[src/rtl/change_dispenser_if.sv]
// Refund request and coin-hopper handshakes for the change dispenser.
// slave = dispenser side, master = vending controller / hopper side.
interface change_dispenser_if;
  logic       refund_valid;
  logic [2:0] refund_amt;
  logic       refund_ready;
  logic [4:0] coin_out;
  logic       coin_valid;
  logic       coin_ack;

  modport master (
    output refund_valid, refund_amt, coin_ack,
    input  refund_ready, coin_out, coin_valid
  );

  modport slave (
    input  refund_valid, refund_amt, coin_ack,
    output refund_ready, coin_out, coin_valid
  );
endinterface

[src/rtl/change_dispenser.sv]
// Greedy change dispenser: pays a quarter-unit refund out of a loadable coin
// inventory, one coin per valid/ack handshake, and flags a shortfall if stuck.
module change_dispenser #(
  parameter int COUNT_W = 4
) (
  input  logic               clk,
  input  logic               reset,
  change_dispenser_if.slave  bus,
  input  logic               load_en,
  input  logic [COUNT_W-1:0] load_q,
  input  logic [COUNT_W-1:0] load_f,
  input  logic [COUNT_W-1:0] load_d,
  output logic [COUNT_W-1:0] cnt_q,
  output logic [COUNT_W-1:0] cnt_f,
  output logic [COUNT_W-1:0] cnt_d,
  output logic               busy,
  output logic [2:0]         remaining,
  output logic               done,
  output logic               short
);

  typedef enum logic [2:0] {S_IDLE, S_SELECT, S_ISSUE, S_DONE, S_SHORT} state_t;

  localparam logic [4:0] COIN_NONE = 5'b00000;
  localparam logic [4:0] COIN_QTR  = 5'b00001;
  localparam logic [4:0] COIN_FIF  = 5'b00010;
  localparam logic [4:0] COIN_DOL  = 5'b01000;
  localparam logic [COUNT_W-1:0] ONE = COUNT_W'(1);

  state_t             state_q, state_d;
  logic [2:0]         rem_q, rem_d;
  logic [COUNT_W-1:0] nq_q, nq_d, nf_q, nf_d, nd_q, nd_d;
  logic [4:0]         coin_q, coin_d;
  logic               cvld_q, cvld_d;
  logic               done_q, done_d;
  logic               short_q, short_d;
  logic [2:0]         coin_val;

  // Value in quarters of the coin currently presented to the hopper.
  always_comb begin
    case (coin_q)
      COIN_DOL: coin_val = 3'd4;
      COIN_FIF: coin_val = 3'd2;
      COIN_QTR: coin_val = 3'd1;
      default:  coin_val = 3'd0;
    endcase
  end

  always_comb begin
    state_d = state_q;
    rem_d   = rem_q;
    nq_d    = nq_q;
    nf_d    = nf_q;
    nd_d    = nd_q;
    coin_d  = coin_q;
    cvld_d  = cvld_q;
    done_d  = 1'b0;
    short_d = 1'b0;
    case (state_q)
      S_IDLE: begin
        if (load_en) begin
          nq_d = load_q;
          nf_d = load_f;
          nd_d = load_d;
        end
        if (bus.refund_valid) begin
          rem_d   = bus.refund_amt;
          state_d = S_SELECT;
        end
      end
      S_SELECT: begin
        if (rem_q == 3'd0) begin
          state_d = S_DONE;
          done_d  = 1'b1;
        end else if (rem_q >= 3'd4 && nd_q != '0) begin
          coin_d = COIN_DOL; cvld_d = 1'b1; state_d = S_ISSUE;
        end else if (rem_q >= 3'd2 && nf_q != '0) begin
          coin_d = COIN_FIF; cvld_d = 1'b1; state_d = S_ISSUE;
        end else if (nq_q != '0) begin
          coin_d = COIN_QTR; cvld_d = 1'b1; state_d = S_ISSUE;
        end else begin
          state_d = S_SHORT;
          short_d = 1'b1;
        end
      end
      S_ISSUE: begin
        if (bus.coin_ack) begin
          rem_d = rem_q - coin_val;
          case (coin_q)
            COIN_DOL: nd_d = nd_q - ONE;
            COIN_FIF: nf_d = nf_q - ONE;
            COIN_QTR: nq_d = nq_q - ONE;
            default:  ;
          endcase
          coin_d  = COIN_NONE;
          cvld_d  = 1'b0;
          state_d = S_SELECT;
        end
      end
      default: state_d = S_IDLE;
    endcase
  end

  always_ff @(posedge clk or negedge reset) begin
    if (!reset) begin
      state_q <= S_IDLE;
      rem_q   <= '0;
      nq_q    <= '0;
      nf_q    <= '0;
      nd_q    <= '0;
      coin_q  <= COIN_NONE;
      cvld_q  <= 1'b0;
      done_q  <= 1'b0;
      short_q <= 1'b0;
    end else begin
      state_q <= state_d;
      rem_q   <= rem_d;
      nq_q    <= nq_d;
      nf_q    <= nf_d;
      nd_q    <= nd_d;
      coin_q  <= coin_d;
      cvld_q  <= cvld_d;
      done_q  <= done_d;
      short_q <= short_d;
    end
  end

  assign bus.refund_ready = (state_q == S_IDLE);
  assign bus.coin_out     = coin_q;
  assign bus.coin_valid   = cvld_q;
  assign busy             = (state_q != S_IDLE);
  assign remaining        = rem_q;
  assign done             = done_q;
  assign short            = short_q;
  assign cnt_q            = nq_q;
  assign cnt_f            = nf_q;
  assign cnt_d            = nd_q;

endmodule

[src/flat_wrapper.sv]
// flat-port wrapper written by rule: the top's interface ports become plain ports
module change_dispenser_flat 
#(
  parameter int COUNT_W = 4
)
  (clk, reset, load_en, load_q, load_f, load_d, cnt_q, cnt_f, cnt_d, busy, remaining, done, short, bus_refund_valid, bus_refund_amt, bus_coin_ack, bus_refund_ready, bus_coin_out, bus_coin_valid);
  change_dispenser_if bus_i ();
  input  logic clk;
  input  logic reset;
  input  logic load_en;
  input  logic [COUNT_W-1:0] load_q;
  input  logic [COUNT_W-1:0] load_f;
  input  logic [COUNT_W-1:0] load_d;
  output logic [COUNT_W-1:0] cnt_q;
  output logic [COUNT_W-1:0] cnt_f;
  output logic [COUNT_W-1:0] cnt_d;
  output logic busy;
  output logic [2:0] remaining;
  output logic done;
  output logic short;
  input wire logic [$bits(bus_i.refund_valid)-1:0] bus_refund_valid;
  input wire logic [$bits(bus_i.refund_amt)-1:0] bus_refund_amt;
  input wire logic [$bits(bus_i.coin_ack)-1:0] bus_coin_ack;
  output wire logic [$bits(bus_i.refund_ready)-1:0] bus_refund_ready;
  output wire logic [$bits(bus_i.coin_out)-1:0] bus_coin_out;
  output wire logic [$bits(bus_i.coin_valid)-1:0] bus_coin_valid;
  assign bus_i.refund_valid = bus_refund_valid;
  assign bus_i.refund_amt = bus_refund_amt;
  assign bus_i.coin_ack = bus_coin_ack;
  assign bus_refund_ready = bus_i.refund_ready;
  assign bus_coin_out = bus_i.coin_out;
  assign bus_coin_valid = bus_i.coin_valid;
  change_dispenser #(.COUNT_W(COUNT_W)) u_core (.clk(clk), .reset(reset), .bus(bus_i), .load_en(load_en), .load_q(load_q), .load_f(load_f), .load_d(load_d), .cnt_q(cnt_q), .cnt_f(cnt_f), .cnt_d(cnt_d), .busy(busy), .remaining(remaining), .done(done), .short(short));
endmodule
[config.mk]
export PLATFORM = sky130hd
export DESIGN_NAME = change_dispenser_flat
export DESIGN_NICKNAME = d
export VERILOG_FILES = /design/src/rtl/change_dispenser_if.sv /design/src/rtl/change_dispenser.sv /design/src/flat_wrapper.sv
export SDC_FILE = /design/constraint.sdc
export NUM_CORES = 1
export LEC_CHECK = 0
export CORE_ASPECT_RATIO = 1.75
export CORE_UTILIZATION = 47
export DETAILED_ROUTE_END_ITERATION = 7
export GPL_ROUTABILITY_DRIVEN = 1
export GPL_TIMING_DRIVEN = 0
export PLACE_DENSITY = 0.91
export RECOVER_POWER = 25
export SLEW_MARGIN = 20
export SYNTH_ARGS = -nofsm -noshare
export SYNTH_HDL_FRONTEND = slang
export SYNTH_SLANG_ARGS = --single-unit
[constraint.sdc]
create_clock -name clk -period 2.52 [get_ports clk]
set_input_delay 0.756 -clock clk [delete_from_list [all_inputs] [get_ports clk]]
set_output_delay 0.756 -clock clk [all_outputs]
set_load 0.005 [all_outputs]
==> run metrics <==
vias in the first global route=1376; WP data arrival=1670 ps; EDFF count, synth=0; Mapped Area=0.00150 mm²; switching pwr=985 µW; #FFs+latches synth=24; Hold/Removal Path Class=reg2reg; die area=0.00342 mm²; CTS root buffer=clkbuf_8; crit path kind=reg2out; # resized after CTS=0; post-CTS setup buffers=0; Layout Skew=7.51 ps; post-route ant nets=0; CTS clock-pin slew for the worst setup and hold paths=90 ps; Peak Freq=412 MHz; Layout area overhead=36.7%; initial antenna violation count=0; Synth cell types=50; Logic pwr share=0.573; fin nets=231; asr flop ratio synth=1.00; routed len/inst=14.8 µm; Worst Path Required=1760 ps; clk_lat worst skew=270 ps; Worst setup EP type=output port; # port buffers=42; layout cells sized above 1=0.132; DP HPWL=2780 µm; violation count after the first detailed-route iteration=20; setup violators final=0; Die X=44.6 µm; status=finished, final reports clean; period utilization=0.963; diode count=0; Core ar.=0.00296 mm²; main flop type after synthesis=dfrtp_1; synth warn=0; final hold vios=0; Seq pwr share=0.290; Num CTS Buffers=3; worst-path fanout max=10; First-pass DRT Iterations=4; max-cap viol count=0; LEAKAGE=0.000891 µW; first-pass GRT wire length=6090 µm; Peak VDD IR=0.719 mV; cell area after layout=0.00204 mm²; clock share of power=0.137; Worst-Margin Slew=1320 ps; initial core utilization=0.505; Total GRT Usage=0.234; Pint=1520 µW; vias=1355; num ports=45; Syn Area/Cell=9.46 µm²; Vias/cell=5.49; CTS Buffer Depth=2; routed wire length=3650 µm; RSZ-0062 raised after global routing=no; H-tree level count=1; CTS tree=yes; final routed DRC violation total=0; Slew Viols, Final=0; Power Dens Cells=1230 mW/mm²; Syn Inst Count=158; clock tree sinks=24; Critical Path Start Type=flip-flop; gpl congestion=0.808; Cell Rows=26; post-placement cell area=0.00197 mm²; DIE HEIGHT=76.6 µm; pin count of the biggest net entering global routing=25; Min Clock Period, post-route=2430 ps; sw frac=0.393; Final Util=0.690; Hold-fix buffers, CTS=0; sequential share of the synthesized area=0.402; Max-slew headroom=0.121; total gr overflow=0
## power groups by stage
| stage | clock, µW | sequential (µW) | combinational [µW] |
|---|---|---|---|
| 2_1_floorplan | 0 | 710 | 840 |
| 3_3_place_gp | 0 | 725 | 1370 |
| 3_5_place_dp | 0 | 730 | 1410 |
| 4_1_cts | 344 | 722 | 1430 |
| 5_1_grt | 359 | 750 | 1580 |
| 6_report | 344 | 726 | 1440 |
## cells in the final DEF (no fill, tap or decap), types with 2 or more instances in the layout
| cell | instances |
|---|---|
| dfrtp_1 | 24 |
| a211oi_1 | 4 |
| inv_1 | 12 |
| mux2i_1 | 2 |
| nor2_1 | 18 |
| nor3b_1 | 4 |
| and3_2 | 2 |
| nand2_1 | 5 |
| buf_4 | 3 |
| a21o_1 | 3 |
| ha_1 | 4 |
| nand2b_1 | 3 |
| conb_1 | 2 |
| clkbuf_8 | 3 |
| clkdlybuf4s50_1 | 41 |
| a21oi_1 | 9 |
| nor3_1 | 3 |
| o21ai_0 | 11 |
| or3b_1 | 2 |
| o22ai_1 | 2 |
| nand3_1 | 3 |
| buf_2 | 4 |
| and2b_1 | 2 |
| mux2_1 | 3 |
| a31oi_1 | 4 |
| o21bai_1 | 2 |
| a22oi_1 | 2 |
## cell type report
class,instances,area (µm²)
Tap cell,42,52.6
Sequential cell,24,601
Multi-Input combinational cell,115,806
Fill cell,208,917
Buffer,8,53.8
Clock buffer,3,41.3
Inverter,12,45.0
Clock inverter,1,30.0
Timing Repair Buffer,42,414
## routing by layer
layer / global-route usage / wire (µm) / vias up
li1: - / - / 651
met3: 0.0142 / 145 / 11
met2: 0.410 / 2030 / 56
met5: 0 / 0 / -
met4: 0.115 / 102 / 0
met1: 0.273 / 1370 / 637
## logic make-up (layout without fill, tap and decap cells)
| logic type | Yosys count | after routing | synth area share |
|---|---|---|---|
| and+or+nand+nor | 55 | 55 | 0.219 |
| buffers and inverters | 20 | 66 | 0.0661 |
| muxes | 6 | 6 | 0.0435 |
| DFF | 24 | 24 | 0.402 |
| other | 1 | 2 | 0.00251 |
| AOI/OAI and AO/OA | 46 | 46 | 0.214 |
| xor gates and xnor gates | 1 | 1 | 0.00586 |
| adders and majority gates | 5 | 5 | 0.0469 |
## state kept, by name, summed over array words and instances, names as in the netlist
register               cells
u_core.bus.coin_out        3
u_core.bus.coin_valid      1
u_core.cnt_d               4
u_core.cnt_f               4
u_core.cnt_q               4
u_core.done                1
u_core.remaining           3
u_core.short               1
u_core.state_q             3
## per-stage QoR
step	TNS, ps	hold WS [ps]	instances	setup slack, ps	total power, µW
2_1_floorplan	0	460	159	675	1550
3_3_place_gp	-149	475	243	-50.4	2090
3_5_place_dp	-136	480	243	-46.9	2140
4_1_cts	0	501	247	9.09	2500
5_1_grt	0	525	247	32.2	2690
6_report	0	495	247	94.5	2510
## critical path, cell delays in order (launching register included)
cell and delay [ps]:
dfrtp_1 380, buf_4 170, nor3_4 290, clkdlybuf4s50_1 560
## worst paths after layout
path | cells past startpoint | from | endpoint | slack (ps)
worst min-delay path | 1 | u_core.bus.coin_valid$_DFFE_PN0P_ | u_core.bus.coin_valid$_DFFE_PN0P_ | 500
min in group asynchronous | 1 | reset | u_core.cnt_q[2]$_DFFE_PN0P_ | 750
worst max register to register | 6 | u_core.cnt_f[0]$_DFFE_PN0P_ | u_core.bus.coin_out[3]$_DFFE_PN0P_ | 510
max in group asynchronous | 1 | reset | u_core.cnt_f[0]$_DFFE_PN0P_ | 990
worst min register to register | 1 | u_core.bus.coin_valid$_DFFE_PN0P_ | u_core.bus.coin_valid$_DFFE_PN0P_ | 500
worst max-delay path | 3 | u_core.state_q[1]$_DFFE_PN0P_ | bus_refund_ready | 90
## Yosys cell counts (all sizes together), types with 4 or more instances
cell / n / share of area
or3b: 4 / 0.025
a211oi: 5 / 0.028
o21ai: 11 / 0.037
nor3b: 5 / 0.033
dfrtp: 24 / 0.40
nand2: 5 / 0.013
inv: 12 / 0.030
a31oi: 4 / 0.017
a21oi: 9 / 0.030
mux2: 4 / 0.030
nor3: 5 / 0.023
nor2: 18 / 0.045
ha: 4 / 0.033
buf: 8 / 0.036
(Power assumes the default switching activity.)
